==> src/rtl/exc_ctrl_pkg.sv <==
// Shared exception codes, FSM state encoding and the per-instruction flag bundle
// used by the M-stage exception controller.
package exc_ctrl_pkg;

    localparam logic [4:0] EXC_INT       = 5'h00;
    localparam logic [4:0] EXC_ADEL      = 5'h04;
    localparam logic [4:0] EXC_ADES      = 5'h05;
    localparam logic [4:0] EXC_SYS       = 5'h08;
    localparam logic [4:0] EXC_BP        = 5'h09;
    localparam logic [4:0] EXC_RI        = 5'h0a;
    localparam logic [4:0] EXC_OV        = 5'h0c;
    localparam logic [4:0] EXC_TYPE_ERET = 5'h0e;

    typedef enum logic [1:0] {
        IDLE   = 2'd0,
        REPORT = 2'd1,
        HOLD   = 2'd2
    } state_t;

    typedef struct packed {
        logic adel_if;
        logic ri;
        logic ov;
        logic sys;
        logic bp;
        logic eret;
        logic adel_ld;
        logic ades_st;
    } exc_flags_t;

endpackage

==> src/rtl/exc_ctrl_if.sv <==
// M-stage / CP0 / pipeline-control signal bundle of the exception controller.
interface exc_ctrl_if;
    logic        m_valid;
    logic        m_stall;
    logic [31:0] m_pc;
    logic        m_indelayslot;
    logic [31:0] m_addr;
    logic        m_adel_if;
    logic        m_adel_ld;
    logic        m_ades_st;
    logic        m_ri;
    logic        m_ov;
    logic        m_sys;
    logic        m_bp;
    logic        m_eret;
    logic [5:0]  int_i;
    logic [31:0] cp0_status;
    logic [31:0] cp0_cause;
    logic [31:0] cp0_epc;
    logic        m_kill;
    logic        exc_en;
    logic [4:0]  exc_type;
    logic [31:0] exc_pc;
    logic        exc_indelayslot;
    logic [31:0] exc_badvaddr;
    logic        flush_o;
    logic        redirect_valid;
    logic [31:0] redirect_pc;

    modport slave (
        input  m_valid, m_stall, m_pc, m_indelayslot, m_addr,
        input  m_adel_if, m_adel_ld, m_ades_st, m_ri, m_ov, m_sys, m_bp, m_eret,
        input  int_i, cp0_status, cp0_cause, cp0_epc,
        output m_kill, exc_en, exc_type, exc_pc, exc_indelayslot, exc_badvaddr,
        output flush_o, redirect_valid, redirect_pc
    );

    modport master (
        output m_valid, m_stall, m_pc, m_indelayslot, m_addr,
        output m_adel_if, m_adel_ld, m_ades_st, m_ri, m_ov, m_sys, m_bp, m_eret,
        output int_i, cp0_status, cp0_cause, cp0_epc,
        input  m_kill, exc_en, exc_type, exc_pc, exc_indelayslot, exc_badvaddr,
        input  flush_o, redirect_valid, redirect_pc
    );
endinterface

==> src/rtl/exc_prio_enc.sv <==
// Combinational priority encoder: picks one exception code from the interrupt
// qualifier and instruction flags, and selects the matching bad virtual address.
module exc_prio_enc
    import exc_ctrl_pkg::*;
(
    input  logic        int_ok,
    input  exc_flags_t  flags,
    input  logic [31:0] pc,
    input  logic [31:0] addr,
    output logic [4:0]  exc_type,
    output logic [31:0] badvaddr,
    output logic        is_eret
);

    always_comb begin
        exc_type = EXC_INT;
        badvaddr = '0;
        is_eret  = 1'b0;
        // Interrupts attach to the instruction and pre-empt all of its own faults.
        if (int_ok) begin
            exc_type = EXC_INT;
        end else if (flags.adel_if) begin
            exc_type = EXC_ADEL;
            badvaddr = pc;
        end else if (flags.ri) begin
            exc_type = EXC_RI;
        end else if (flags.ov) begin
            exc_type = EXC_OV;
        end else if (flags.sys) begin
            exc_type = EXC_SYS;
        end else if (flags.bp) begin
            exc_type = EXC_BP;
        end else if (flags.eret) begin
            exc_type = EXC_TYPE_ERET;
            is_eret  = 1'b1;
        end else if (flags.adel_ld) begin
            exc_type = EXC_ADEL;
            badvaddr = addr;
        end else if (flags.ades_st) begin
            exc_type = EXC_ADES;
            badvaddr = addr;
        end
    end

endmodule

==> src/rtl/exc_ctrl.sv <==
// M-stage exception controller: synchronises interrupts, detects and prioritises
// exceptions, registers the CP0 write and drives flush / PC redirect.
module exc_ctrl
    import exc_ctrl_pkg::*;
#(
    parameter logic [31:0] EXC_VECTOR   = 32'hBFC0_0380,
    parameter int          FLUSH_CYCLES = 2
) (
    input logic       clk,
    input logic       rst,
    exc_ctrl_if.slave bus
);

    localparam int CW = (FLUSH_CYCLES > 2) ? $clog2(FLUSH_CYCLES - 1) : 1;

    logic [5:0]    int_s1_reg, int_sync_reg;
    state_t        state_reg, state_next;
    logic [CW-1:0] cnt_reg, cnt_next;
    logic          exc_en_reg, redirect_valid_reg, flush_reg, indelayslot_reg;
    logic [4:0]    exc_type_reg;
    logic [31:0]   exc_pc_reg, badvaddr_reg, redirect_pc_reg;

    exc_flags_t    flags;
    logic          int_pend, int_ok, take, enc_is_eret;
    logic [4:0]    enc_type;
    logic [31:0]   enc_badvaddr;
    logic          unused_bits;

    always_ff @(posedge clk or negedge rst) begin
        if (!rst) begin
            int_s1_reg   <= '0;
            int_sync_reg <= '0;
        end else begin
            int_s1_reg   <= bus.int_i;
            int_sync_reg <= int_s1_reg;
        end
    end

    assign int_pend = |({int_sync_reg, bus.cp0_cause[9:8]} & bus.cp0_status[15:8]);
    assign int_ok   = int_pend & bus.cp0_status[0] & ~bus.cp0_status[1];

    assign flags = '{adel_if: bus.m_adel_if, ri: bus.m_ri, ov: bus.m_ov, sys: bus.m_sys,
                     bp: bus.m_bp, eret: bus.m_eret, adel_ld: bus.m_adel_ld,
                     ades_st: bus.m_ades_st};

    assign take       = (state_reg == IDLE) & bus.m_valid & ~bus.m_stall & (int_ok | (|flags));
    assign bus.m_kill = take;

    exc_prio_enc u_prio (
        .int_ok   (int_ok),
        .flags    (flags),
        .pc       (bus.m_pc),
        .addr     (bus.m_addr),
        .exc_type (enc_type),
        .badvaddr (enc_badvaddr),
        .is_eret  (enc_is_eret)
    );

    always_comb begin
        state_next = state_reg;
        cnt_next   = cnt_reg;
        case (state_reg)
            IDLE:   if (take) state_next = REPORT;
            REPORT: begin
                if (FLUSH_CYCLES > 1) begin
                    state_next = HOLD;
                    cnt_next   = CW'(FLUSH_CYCLES - 2);
                end else begin
                    state_next = IDLE;
                end
            end
            HOLD: begin
                if (cnt_reg == '0) state_next = IDLE;
                else               cnt_next   = cnt_reg - CW'(1);
            end
            default: state_next = IDLE;
        endcase
    end

    always_ff @(posedge clk or negedge rst) begin
        if (!rst) begin
            state_reg          <= IDLE;
            cnt_reg            <= '0;
            exc_en_reg         <= 1'b0;
            redirect_valid_reg <= 1'b0;
            flush_reg          <= 1'b0;
            exc_type_reg       <= '0;
            exc_pc_reg         <= '0;
            indelayslot_reg    <= 1'b0;
            badvaddr_reg       <= '0;
            redirect_pc_reg    <= '0;
        end else begin
            state_reg          <= state_next;
            cnt_reg            <= cnt_next;
            exc_en_reg         <= take;
            redirect_valid_reg <= take;
            flush_reg          <= (state_next != IDLE);
            // Report fields hold their value until the next taken exception.
            if (take) begin
                exc_type_reg    <= enc_type;
                exc_pc_reg      <= bus.m_pc;
                indelayslot_reg <= bus.m_indelayslot & ~enc_is_eret;
                badvaddr_reg    <= enc_badvaddr;
                redirect_pc_reg <= enc_is_eret ? bus.cp0_epc : EXC_VECTOR;
            end
        end
    end

    assign bus.exc_en          = exc_en_reg;
    assign bus.redirect_valid  = redirect_valid_reg;
    assign bus.flush_o         = flush_reg;
    assign bus.exc_type        = exc_type_reg;
    assign bus.exc_pc          = exc_pc_reg;
    assign bus.exc_indelayslot = indelayslot_reg;
    assign bus.exc_badvaddr    = badvaddr_reg;
    assign bus.redirect_pc     = redirect_pc_reg;

    assign unused_bits = ^{bus.cp0_status[31:16], bus.cp0_status[7:2],
                           bus.cp0_cause[31:10], bus.cp0_cause[7:0]};

endmodule
==> src/flat_wrapper.sv <==
// flat-port wrapper written by rule: the top's interface ports become plain ports
module exc_ctrl_flat import exc_ctrl_pkg::*;
#(
    parameter logic [31:0] EXC_VECTOR   = 32'hBFC0_0380,
    parameter int          FLUSH_CYCLES = 2
)
  (clk, rst, bus_m_valid, bus_m_stall, bus_m_pc, bus_m_indelayslot, bus_m_addr, bus_m_adel_if, bus_m_adel_ld, bus_m_ades_st, bus_m_ri, bus_m_ov, bus_m_sys, bus_m_bp, bus_m_eret, bus_int_i, bus_cp0_status, bus_cp0_cause, bus_cp0_epc, bus_m_kill, bus_exc_en, bus_exc_type, bus_exc_pc, bus_exc_indelayslot, bus_exc_badvaddr, bus_flush_o, bus_redirect_valid, bus_redirect_pc);
  exc_ctrl_if bus_i ();
  input logic clk;
  input logic rst;
  input wire logic [$bits(bus_i.m_valid)-1:0] bus_m_valid;
  input wire logic [$bits(bus_i.m_stall)-1:0] bus_m_stall;
  input wire logic [$bits(bus_i.m_pc)-1:0] bus_m_pc;
  input wire logic [$bits(bus_i.m_indelayslot)-1:0] bus_m_indelayslot;
  input wire logic [$bits(bus_i.m_addr)-1:0] bus_m_addr;
  input wire logic [$bits(bus_i.m_adel_if)-1:0] bus_m_adel_if;
  input wire logic [$bits(bus_i.m_adel_ld)-1:0] bus_m_adel_ld;
  input wire logic [$bits(bus_i.m_ades_st)-1:0] bus_m_ades_st;
  input wire logic [$bits(bus_i.m_ri)-1:0] bus_m_ri;
  input wire logic [$bits(bus_i.m_ov)-1:0] bus_m_ov;
  input wire logic [$bits(bus_i.m_sys)-1:0] bus_m_sys;
  input wire logic [$bits(bus_i.m_bp)-1:0] bus_m_bp;
  input wire logic [$bits(bus_i.m_eret)-1:0] bus_m_eret;
  input wire logic [$bits(bus_i.int_i)-1:0] bus_int_i;
  input wire logic [$bits(bus_i.cp0_status)-1:0] bus_cp0_status;
  input wire logic [$bits(bus_i.cp0_cause)-1:0] bus_cp0_cause;
  input wire logic [$bits(bus_i.cp0_epc)-1:0] bus_cp0_epc;
  output wire logic [$bits(bus_i.m_kill)-1:0] bus_m_kill;
  output wire logic [$bits(bus_i.exc_en)-1:0] bus_exc_en;
  output wire logic [$bits(bus_i.exc_type)-1:0] bus_exc_type;
  output wire logic [$bits(bus_i.exc_pc)-1:0] bus_exc_pc;
  output wire logic [$bits(bus_i.exc_indelayslot)-1:0] bus_exc_indelayslot;
  output wire logic [$bits(bus_i.exc_badvaddr)-1:0] bus_exc_badvaddr;
  output wire logic [$bits(bus_i.flush_o)-1:0] bus_flush_o;
  output wire logic [$bits(bus_i.redirect_valid)-1:0] bus_redirect_valid;
  output wire logic [$bits(bus_i.redirect_pc)-1:0] bus_redirect_pc;
  assign bus_i.m_valid = bus_m_valid;
  assign bus_i.m_stall = bus_m_stall;
  assign bus_i.m_pc = bus_m_pc;
  assign bus_i.m_indelayslot = bus_m_indelayslot;
  assign bus_i.m_addr = bus_m_addr;
  assign bus_i.m_adel_if = bus_m_adel_if;
  assign bus_i.m_adel_ld = bus_m_adel_ld;
  assign bus_i.m_ades_st = bus_m_ades_st;
  assign bus_i.m_ri = bus_m_ri;
  assign bus_i.m_ov = bus_m_ov;
  assign bus_i.m_sys = bus_m_sys;
  assign bus_i.m_bp = bus_m_bp;
  assign bus_i.m_eret = bus_m_eret;
  assign bus_i.int_i = bus_int_i;
  assign bus_i.cp0_status = bus_cp0_status;
  assign bus_i.cp0_cause = bus_cp0_cause;
  assign bus_i.cp0_epc = bus_cp0_epc;
  assign bus_m_kill = bus_i.m_kill;
  assign bus_exc_en = bus_i.exc_en;
  assign bus_exc_type = bus_i.exc_type;
  assign bus_exc_pc = bus_i.exc_pc;
  assign bus_exc_indelayslot = bus_i.exc_indelayslot;
  assign bus_exc_badvaddr = bus_i.exc_badvaddr;
  assign bus_flush_o = bus_i.flush_o;
  assign bus_redirect_valid = bus_i.redirect_valid;
  assign bus_redirect_pc = bus_i.redirect_pc;
  exc_ctrl #(.EXC_VECTOR(EXC_VECTOR), .FLUSH_CYCLES(FLUSH_CYCLES)) u_core (.clk(clk), .rst(rst), .bus(bus_i));
endmodule
==> config.mk <==
export PLATFORM = sky130hd
export DESIGN_NAME = exc_ctrl_flat
export DESIGN_NICKNAME = d
export VERILOG_FILES = /design/src/rtl/exc_ctrl_pkg.sv /design/src/rtl/exc_ctrl_if.sv /design/src/rtl/exc_prio_enc.sv /design/src/rtl/exc_ctrl.sv /design/src/flat_wrapper.sv
export SDC_FILE = /design/constraint.sdc
export NUM_CORES = 1
export LEC_CHECK = 0
export ABC_AREA = 1
export BUFFER_PORTS_ARGS = -buffer_cell sky130_fd_sc_hd__buf_2
export CELL_PAD_IN_SITES_DETAIL_PLACEMENT = 0
export CELL_PAD_IN_SITES_GLOBAL_PLACEMENT = 2
export CORE_MARGIN = 2
export CORE_UTILIZATION = 25
export CTS_CLUSTER_DIAMETER = 60
export DETAILED_ROUTE_END_ITERATION = 7
export GPL_TIMING_DRIVEN = 0
export PLACE_DENSITY = 0.83
export SLEW_MARGIN = 20
export SYNTH_ARGS = -nofsm -noshare
export SYNTH_HDL_FRONTEND = slang
export SYNTH_SLANG_ARGS = --single-unit
==> constraint.sdc <==
create_clock -name clk -period 3.8 [get_ports clk]
set_clock_uncertainty 0.05 [all_clocks]
set_input_delay 0.38 -clock clk [delete_from_list [all_inputs] [get_ports clk]]
set_output_delay 0.38 -clock clk [all_outputs]
set_load 0.02 [all_outputs]
==> results.tsv, run 1 <==
metric	value	unit
critical path capture point type	output port	
most frequent cells in the layout	nand2_1, buf_2, dfrtp_1, nand4_1, nand3_1	
pin count of the biggest net entering global routing	78	
Synth area leader	dfrtp_1	
Leak	4.44	nW
setup bufs post-CTS	0	
CP Cell Sequence	nand2_1, nand2_1, nor2_1, nand2_1, nand2_2, a21boi_2, buf_2, buf_2	
Vias	5158	
critical path's largest stage delay	330	ps
dpl hpwl	13800	um
hold path cells	1	
GR Util All Layers	17.0	%
unrepaired setup endpoints after global routing	false	
Hold Vio Cnt, Final	0	
total power	3.99	mW
fin nets	1108	
routed len/inst	15.4	um
Adder-Cell Fraction of Synth Area	0	%
CTS Buffer Depth	2	
final hold slack	21.3	ps
Top cell by count, worst path	nand2_1	
Min Clock Period, post-route	2400	ps
Post-Syn Area per Cell	7.92	um2
synth warn	0	
synth top area cells	dfrtp_1, nand2_1, nand4_1	
R2R Path Start	u_core.state_reg[1]$_DFF_PN0_	
synthesized area	0.00536	mm2
core area	0.0210	mm2
total gr overflow	0	
number of max-cap violations	0	
mux contribution to synthesized area	0	%
Worst-Margin Slew	565	ps
Starting Density	25.5	%
ANT nets after route	0	
vias per cell	4.23	
syn nets	856	
Mapped Cells	677	
worst setup path class	flop to output port	
Synth Area in Compound Gates	0.956	%
global-route wire length before repair	28900	um
vias in the first global route	5193	
Worst-path clk slew	60	ps
relative slew slack	62.4	%
DRT iter0 DRCs	200	
root buffer cell	clkbuf_16	
Hold Buf Count CTS	1	
final wirelength	18800	um
Residual DRC	0	
CP max FO	11	
filler cell count	2295	
Die Width	150	um
Final Max Slew Viols	0	
Netlist cell types	23	
sequential fraction of the synthesis area	54.6	%
final worst path period share	63.2	%
worst vdd ir	260	uV
Worst-Skew Late Latency	410	ps
Ports	285	
CTS resizes	0	
Worst path slowest cell	dfrtp_1	
Yosys reg bits	117	
Num CTS Buffers	17	
setup_tns	0	ps
Die Y	150	um
hold path start	bus_int_i[3]	
GPL Wtd Cong	0.762	
Pre-antenna DRT Iters	4	
fmax	0.417	GHz
Std-Cell Rows	53	
H-tree depth	4	
R2R cell count	7	
HP Class	input port to flop	
status	finished clean	
main combinational cell family by area after synthesis	simple AND/OR/NAND/NOR gates	
top cell type's share of synthesized area	54.6	%
Power per Cell Area	528	mW/mm2
CP Data Required Time	3370	ps
die area	0.0226	mm2
worst setup path startpoint	u_core.int_sync_reg[0]$_DFF_PN0_	
CP Launch Type	flop	
commonest non-fill, non-tap cell in the layout	nand2_1	
Area growth syn-to-layout	40.9	%
layout cells sized above 1	32.1	%
Port Buffers	230	
Critical Path AT	1970	ps
clk sinks	117	
Synth Area in XOR/XNOR	0	%
final setup vio count	0	
initial antenna violation count	2	
Simple-Gate Fraction of Synth Area	36.9	%
CTS tree	yes	
[worst paths after layout]
path	endpoint	slack [ps]
max in group asynchronous	u_core.bus.exc_pc[25]$_DFFE_PN0P_	2600
min in group asynchronous	u_core.bus.exc_pc[17]$_DFFE_PN0P_	400
max reg2reg	u_core.bus.exc_badvaddr[1]$_DFFE_PN0P_	1960
min	u_core.int_s1_reg[3]$_DFF_PN0_	20
min reg2reg	u_core.int_sync_reg[5]$_DFF_PN0_	290
max	bus_m_kill	1400
[stage by stage]
step	std cells	setup WS [ps]	cell area, um2	utilization, %
floorplan	677	2220	5360	-
global placement	1182	584	6860	32.6
detailed placement	1183	1590	6900	32.8
CTS	1216	1270	7540	35.9
global route	1219	1210	7560	36.0
finish	1219	1400	7560	36.0
[power breakdown]
part	switching, mW	total, mW	internal, mW
Combinational	0.497	0.758	0.261
Sequential	0.0783	1.48	1.40
Clock	0.589	1.75	1.16
Total	1.16	3.99	2.82
[cell type report]
type                            count  area (um2)  area share, %
Sequential cell                   117        2930           38.7
Multi-Input combinational cell    483        2040           26.9
Timing Repair Buffer              233        1210           16.0
Clock buffer                       23         488           6.46
Tap cell                          275         344           4.55
Buffer                             45         280           3.71
Clock inverter                      9         148           1.95
Inverter                           32         120           1.59
Antenna cell                        2        5.00         0.0662
[logic make-up after synthesis]
logic type,Yosys count
DFF,117
and+or+nand+nor,474
other,1
buffers and inverters,77
AOI/OAI and AO/OA,8
[synthesized netlist by cell type]
library cell    n
nand2_1       355
dfrtp_1       117
nand4_1        35
nand3_1        34
nor2_1         32
inv_1          30
buf_2          17
nand3b_1       12
clkbuf_1       11
buf_6           9
buf_4           6
a21oi_1         4
buf_1           2
inv_2           2
nand2_2         2
nor2_2          2
a21boi_0        1
a21boi_2        1
conb_1          1
nand4_2         1
nor2_4          1
o211ai_1        1
o21ai_0         1
[critical path, delay by kind of cell, from the launching register on]
family | cells | cell delay (ps)
compound gates | 1 | 280
simple gates | 5 | 450
buf+inv | 2 | 500
flops | 1 | 330
[metal layers]
layer  up-vias  routed length [um]  global-route usage, %
li1       2614                   -                      -
met1      2371                8540                   22.3
met2       153                8700                   26.8
met3        20                1350                   5.03
met4         0                 221                   5.90
met5         -                   0                      0
No activity file was read; power rests on OpenSTA's default activity.
==> run 2: changes to the inputs <==
--- a/config.mk
+++ b/config.mk
@@ -10,11 +10,11 @@
 export CELL_PAD_IN_SITES_DETAIL_PLACEMENT = 0
 export CELL_PAD_IN_SITES_GLOBAL_PLACEMENT = 2
 export CORE_MARGIN = 2
-export CORE_UTILIZATION = 25
+export CORE_UTILIZATION = 21
 export CTS_CLUSTER_DIAMETER = 60
 export DETAILED_ROUTE_END_ITERATION = 7
 export GPL_TIMING_DRIVEN = 0
-export PLACE_DENSITY = 0.83
+export PLACE_DENSITY = 0.74
 export SLEW_MARGIN = 20
 export SYNTH_ARGS = -nofsm -noshare
 export SYNTH_HDL_FRONTEND = slang
==> constraint.sdc (replaced) <==
create_clock -name clk -period 2.1 [get_ports clk]
set_clock_uncertainty 0.05 [all_clocks]
set_input_delay 0.21 -clock clk [delete_from_list [all_inputs] [get_ports clk]]
set_output_delay 0.21 -clock clk [all_outputs]
set_load 0.02 [all_outputs]
==> results.tsv, run 2 (synthesis gave the netlist of run 1 again) <==
metric	value	unit	change
CP max FO	11		unchanged
clk sinks	117		unchanged
vias in the first global route	5333		+2.7%
Worst-Skew Late Latency	410	ps	about the same
global-route wire length before repair	30600	um	+5.7%
Power per Cell Area	950	mW/mm2	+80%
number of max-cap violations	0		unchanged
unrepaired setup endpoints after global routing	false		
fin nets	1147		+3.5%
pin count of the biggest net entering global routing	61		-22%
initial antenna violation count	1		-1
layout cells sized above 1	31.7	%	-0.36 points
Vias	5331		+3.4%
commonest non-fill, non-tap cell in the layout	nand2_1		
Placed Cells	1238		+4.6%
filler cell count	2775		+21%
final wirelength	20500	um	+8.8%
fmax	0.509	GHz	
Area growth syn-to-layout	51.2	%	
setup_tns	0	ps	unchanged
final setup margin	137	ps	-1260 ps
worst vdd ir	342	uV	+31%
hold endpoint	u_core.bus.exc_pc[20]$_DFFE_PN0P_		
Worst-path clk slew	60	ps	about the same
total gr overflow	0		unchanged
R2R Path Start	u_core.state_reg[1]$_DFF_PN0_		
Port Buffers	230		unchanged
Starting Density	21.4	%	-4.2 points
DRT iter0 DRCs	285		+43%
worst setup path startpoint	u_core.state_reg[1]$_DFF_PN0_		
hold path start	bus_m_pc[20]		
critical path capture point type	output port		
routed len/inst	15.6	um	+1.0%
hold path cells	3		+2
Num CTS Buffers	17		unchanged
final setup vio count	0		unchanged
relative slew slack	62.9	%	+0.58 points
area of the multi-input gates	0.00206	mm2	+0.98%
CP Launch Type	flop		
core area	0.0251	mm2	+19%
dpl ws	195	ps	-1400 ps
Std-Cell Rows	58		+9.4%
most frequent cells in the layout	nand2_1, buf_2, dfrtp_1, dlygate4sd3_1, nand4_1		
Critical Path AT	1700	ps	-270 ps
status	finished clean		
Worst R2R Setup Slack	270	ps	-1690 ps
final worst path period share	93.5	%	
die area	0.0268	mm2	+19%
ANT nets after route	0		unchanged
RR Endpoint	u_core.bus.exc_badvaddr[6]$_DFFE_PN0P_		
root buffer cell	clkbuf_16		
vias per cell	4.06		-4.0%
Hold Vio Cnt, Final	0		unchanged
Worst-Margin Slew	556	ps	-8.66 ps
Final Non-Filler Cells	1313		+7.7%
Leak	4.65	nW	+4.7%
Ports	285		unchanged
HP Class	input port to flop		
CTS tree	yes		
Final Max Slew Viols	0		unchanged
Residual DRC	0		unchanged
CTS Buffer Depth	2		unchanged
GR Util All Layers	15.2	%	-1.8 points
worst setup path class	flop to output port		
dpl hpwl	14800	um	+7.4%
Die Y	164	um	+8.9%
H-tree depth	4		unchanged
Pre-antenna DRT Iters	4		unchanged
R2R cell count	7		unchanged
CP Data Required Time	1840	ps	-1530 ps
Min Clock Period, post-route	1960	ps	
register area	0.00293	mm2	unchanged
GPL Wtd Cong	0.761		-0.18%
Die Width	164	um	+8.9%
==> run 2: cell types whose count changed in the layout (fill, tap and decap cells not counted), sizes merged <==
cell	before	now
clkinvlp	1	0
buf	265	269
clkbuf	34	31
inv	32	33
dlygate4sd3	2	37
bufinv	4	7
==> run 2: worst max-delay path: stages (launching register included) <==
cell and delay, ps:
dfrtp_1 400, nor2_2 150, nand2_1 60, nor2_1 120
a21boi_4 220, buf_6 170, buf_2 170
==> run 2: layout make-up <==
cell class	count	area share, %
Sequential cell	117	36.1
Antenna cell	2	0.0617
Inverter	32	1.48
Tap cell	330	5.09
Clock inverter	12	3.04
Multi-Input combinational cell	483	25.3
Clock buffer	20	5.75
Buffer	45	3.53
Timing Repair Buffer	272	19.6
==> run 2: routing by layer <==
metal	GRT usage [%]	part of all wire [%]	vias up
met3	4.09	6.0	12
met5	0	0	-
met2	24.0	47	159
met4	4.70	1.1	0
li1	-	-	2701
met1	20.3	46	2459
==> run 2: where the power goes <==
part	internal [mW]	switching [mW]	total, mW
logic	0.523	0.927	1.45
registers	2.53	0.142	2.68
clock network	2.45	1.14	3.58
total	5.50	2.20	7.71
==> run 2: worst max path at each step <==
stage | cells after the start | slack [ps] | end
after detailed placement | 8 | 190 | bus_m_kill
final | 6 | 140 | bus_m_kill
after global routing | 6 | 10 | bus_m_kill
after CTS | 8 | 30 | bus_m_kill
after global placement | 1 | -1030 | u_core.bus.exc_pc[30]$_DFFE_PN0P_
after floorplan | 9 | 720 | u_core.bus.exc_badvaddr[0]$_DFFE_PN0P_
==> run 2: repair_timing <==
action / CTS / global route
setup endpoints to repair: 1 / 1
buffers inserted: 1 / 3
endpoints found under the hold margin: 93 / 0
gates resized for setup: 4 / 3
pin swaps: 1 / 1
hold buffers: 37 / 0
==> run 2: through the flow <==
stage	power (mW)	hold slack, ps	cell area, um2	utilization (%)
finish	7.71	21.9	8110	32.3
global route	8.08	11.4	8110	32.3
CTS	7.82	2.19	8080	32.2
detailed placement	4.12	143	6970	27.7
global placement	4.11	271	6930	27.6
floorplan	3.46	-136	5360	-
==> run 3: changes to the inputs <==
--- a/config.mk
+++ b/config.mk
@@ -6,7 +6,7 @@
 export NUM_CORES = 1
 export LEC_CHECK = 0
 export ABC_AREA = 1
-export BUFFER_PORTS_ARGS = -buffer_cell sky130_fd_sc_hd__buf_2
+export BUFFER_PORTS_ARGS = -buffer_cell sky130_fd_sc_hd__buf_4
 export CELL_PAD_IN_SITES_DETAIL_PLACEMENT = 0
 export CELL_PAD_IN_SITES_GLOBAL_PLACEMENT = 2
 export CORE_MARGIN = 2
@@ -19,3 +19,4 @@
 export SYNTH_ARGS = -nofsm -noshare
 export SYNTH_HDL_FRONTEND = slang
 export SYNTH_SLANG_ARGS = --single-unit
+export TNS_END_PERCENT = 20
==> results.tsv, run 3 (synthesis gave the netlist of run 1 again) <==
metric	value	unit	change
fin nets	1147		unchanged
Worst-path clk slew	60	ps	about the same
root buffer cell	clkbuf_16		
commonest non-fill, non-tap cell in the layout	nand2_1		
Vias	5327		-0.075%
worst vdd ir	415	uV	+21%
worst setup path class	flop to output port		
setup_tns	0	ps	unchanged
Ports	285		unchanged
CP Cell Sequence	nor2_2, nand2_1, nor2_1, a21boi_4, buf_6, buf_4		
GPL Wtd Cong	0.775		+1.8%
Num CTS Buffers	17		unchanged
total gr overflow	0		unchanged
register area	0.00293	mm2	unchanged
Critical Path AT	1710	ps	about the same
Min Clock Period, post-route	1970	ps	+3.12 ps
Die Width	164	um	unchanged
Hold Vio Cnt, Final	0		unchanged
CP max FO	11		unchanged
CP Data Required Time	1840	ps	about the same
Final Max Slew Viols	0		unchanged
Final Non-Filler Cells	1311		-0.15%
area of the multi-input gates	0.00205	mm2	-0.12%
Placed Cells	1238		unchanged
layout cells sized above 1	31.4	%	-0.31 points
Worst-Margin Slew	564	ps	+8.44 ps
Worst path slowest cell	dfrtp_1		
ANT nets after route	0		unchanged
Die Y	164	um	unchanged
die area	0.0268	mm2	unchanged
crit-path leading delay family	flip-flops		
Pre-antenna DRT Iters	4		unchanged
CP Launch Type	flop		
routed len/inst	15.8	um	+1.5%
Worst R2R Setup Slack	210	ps	-60 ps
Leak	4.74	nW	+2.0%
initial antenna violation count	0		-1
diode count	0		-2
Area growth syn-to-layout	60.4	%	
Residual DRC	0		unchanged
DRT iter0 DRCs	252		-12%
CTS tree	yes		
relative slew slack	62.4	%	-0.56 points
final worst path period share	93.6	%	+0.15 points
vias per cell	4.06		about the same
final setup vio count	0		unchanged
Std-Cell Rows	58		unchanged
status	finished clean		
crit path buf inv count	2		unchanged
Starting Density	21.4	%	unchanged
H-tree depth	4		unchanged
Port Buffers	230		unchanged
clk sinks	117		unchanged
pin count of the biggest net entering global routing	63		+3.3%
Power per Cell Area	869	mW/mm2	-8.6%
global-route wire length before repair	31500	um	+3.0%
GR Util All Layers	15.5	%	+0.31 points
core area	0.0251	mm2	unchanged
filler cell count	2720		-2.0%
number of max-cap violations	0		unchanged
most frequent cells in the layout	nand2_1, buf_4, dfrtp_1, dlygate4sd3_1, nand4_1		
vias in the first global route	5558		+4.2%
critical path capture point type	output port		
dpl hpwl	15200	um	+2.7%
final wirelength	20700	um	+1.3%
HP Class	input port to flop		
Worst-Skew Late Latency	410	ps	about the same
CTS Buffer Depth	2		unchanged
fmax	0.509	GHz	-0.16%
critical path's largest stage delay	400	ps	about the same
[run 3: stage by stage]
step                      util [%]  worst slack [ps]  hold slack (ps)  power (mW)  instance area, um2
after global placement        29.9               205              271        4.35                7500
after CTS                     34.1              24.1             18.0        7.58                8570
after floorplan                  -               720             -136        3.46                5360
after global routing          34.3            -0.130             25.1        7.85                8600
after detailed placement      30.0               201              125        4.36                7540
final                         34.3               134             32.6        7.48                8600
[run 3: what timing repair did]
| action | 4_1_cts | 5_1_grt |
|---|---|---|
| setup endpoints to repair | 1 | 1 |
| hold buffers | 39 | 0 |
| endpoints found under the hold margin | 93 | 0 |
| gates resized for setup | 4 | 2 |
| buffers inserted | 0 | 2 |
| pin swaps | 0 | 1 |
[run 3: cell type report]
type                       count  area share [%]
tap                          330            4.80
timing repair buffer         272            25.3
clock inverter                13            1.98
clock buffer                  19            5.26
sequential                   117            34.0
buffer                        45            3.33
multi-input combinational    483            23.9
inverter                      32            1.40
[run 3: where the power goes]
group,internal [mW],switching (mW)
registers,2.53,0.157
clock network,1.95,1.17
logic,0.738,0.935
[run 3: path summary, 6_finish.rpt]
check                                          startpoint                                endpoint  cells after the start
setup / recovery            u_core.state_reg[1]$_DFF_PN0_                              bus_m_kill                      6
hold / removal                            bus_cp0_epc[25]  u_core.bus.redirect_pc[25]$_DFFE_PN0P_                      4
setup reg to reg            u_core.state_reg[1]$_DFF_PN0_  u_core.bus.exc_badvaddr[6]$_DFFE_PN0P_                      7
hold reg to reg            u_core.int_s1_reg[3]$_DFF_PN0_        u_core.int_sync_reg[3]$_DFF_PN0_                      0
max in group asynchronous                             rst       u_core.bus.exc_pc[28]$_DFFE_PN0P_                      3
min in group asynchronous                             rst        u_core.int_sync_reg[3]$_DFF_PN0_                      2
[run 3: tightest hold or removal path, cell delays in order]
cell	delay (ps)
buf_4	80
nand3b_1	90
nand2_1	50
nand2_1	50
[run 3: routing by layer]
metal | vias up | track usage (%) | wire, um | part of all wire (%)
li1 | 2689 | - | - | -
met1 | 2478 | 20.6 | 9520 | 46
met2 | 151 | 25.0 | 9680 | 47
met3 | 9 | 4.27 | 1350 | 6.5
met4 | 0 | 3.79 | 191 | 0.92
met5 | - | 0 | 0 | 0
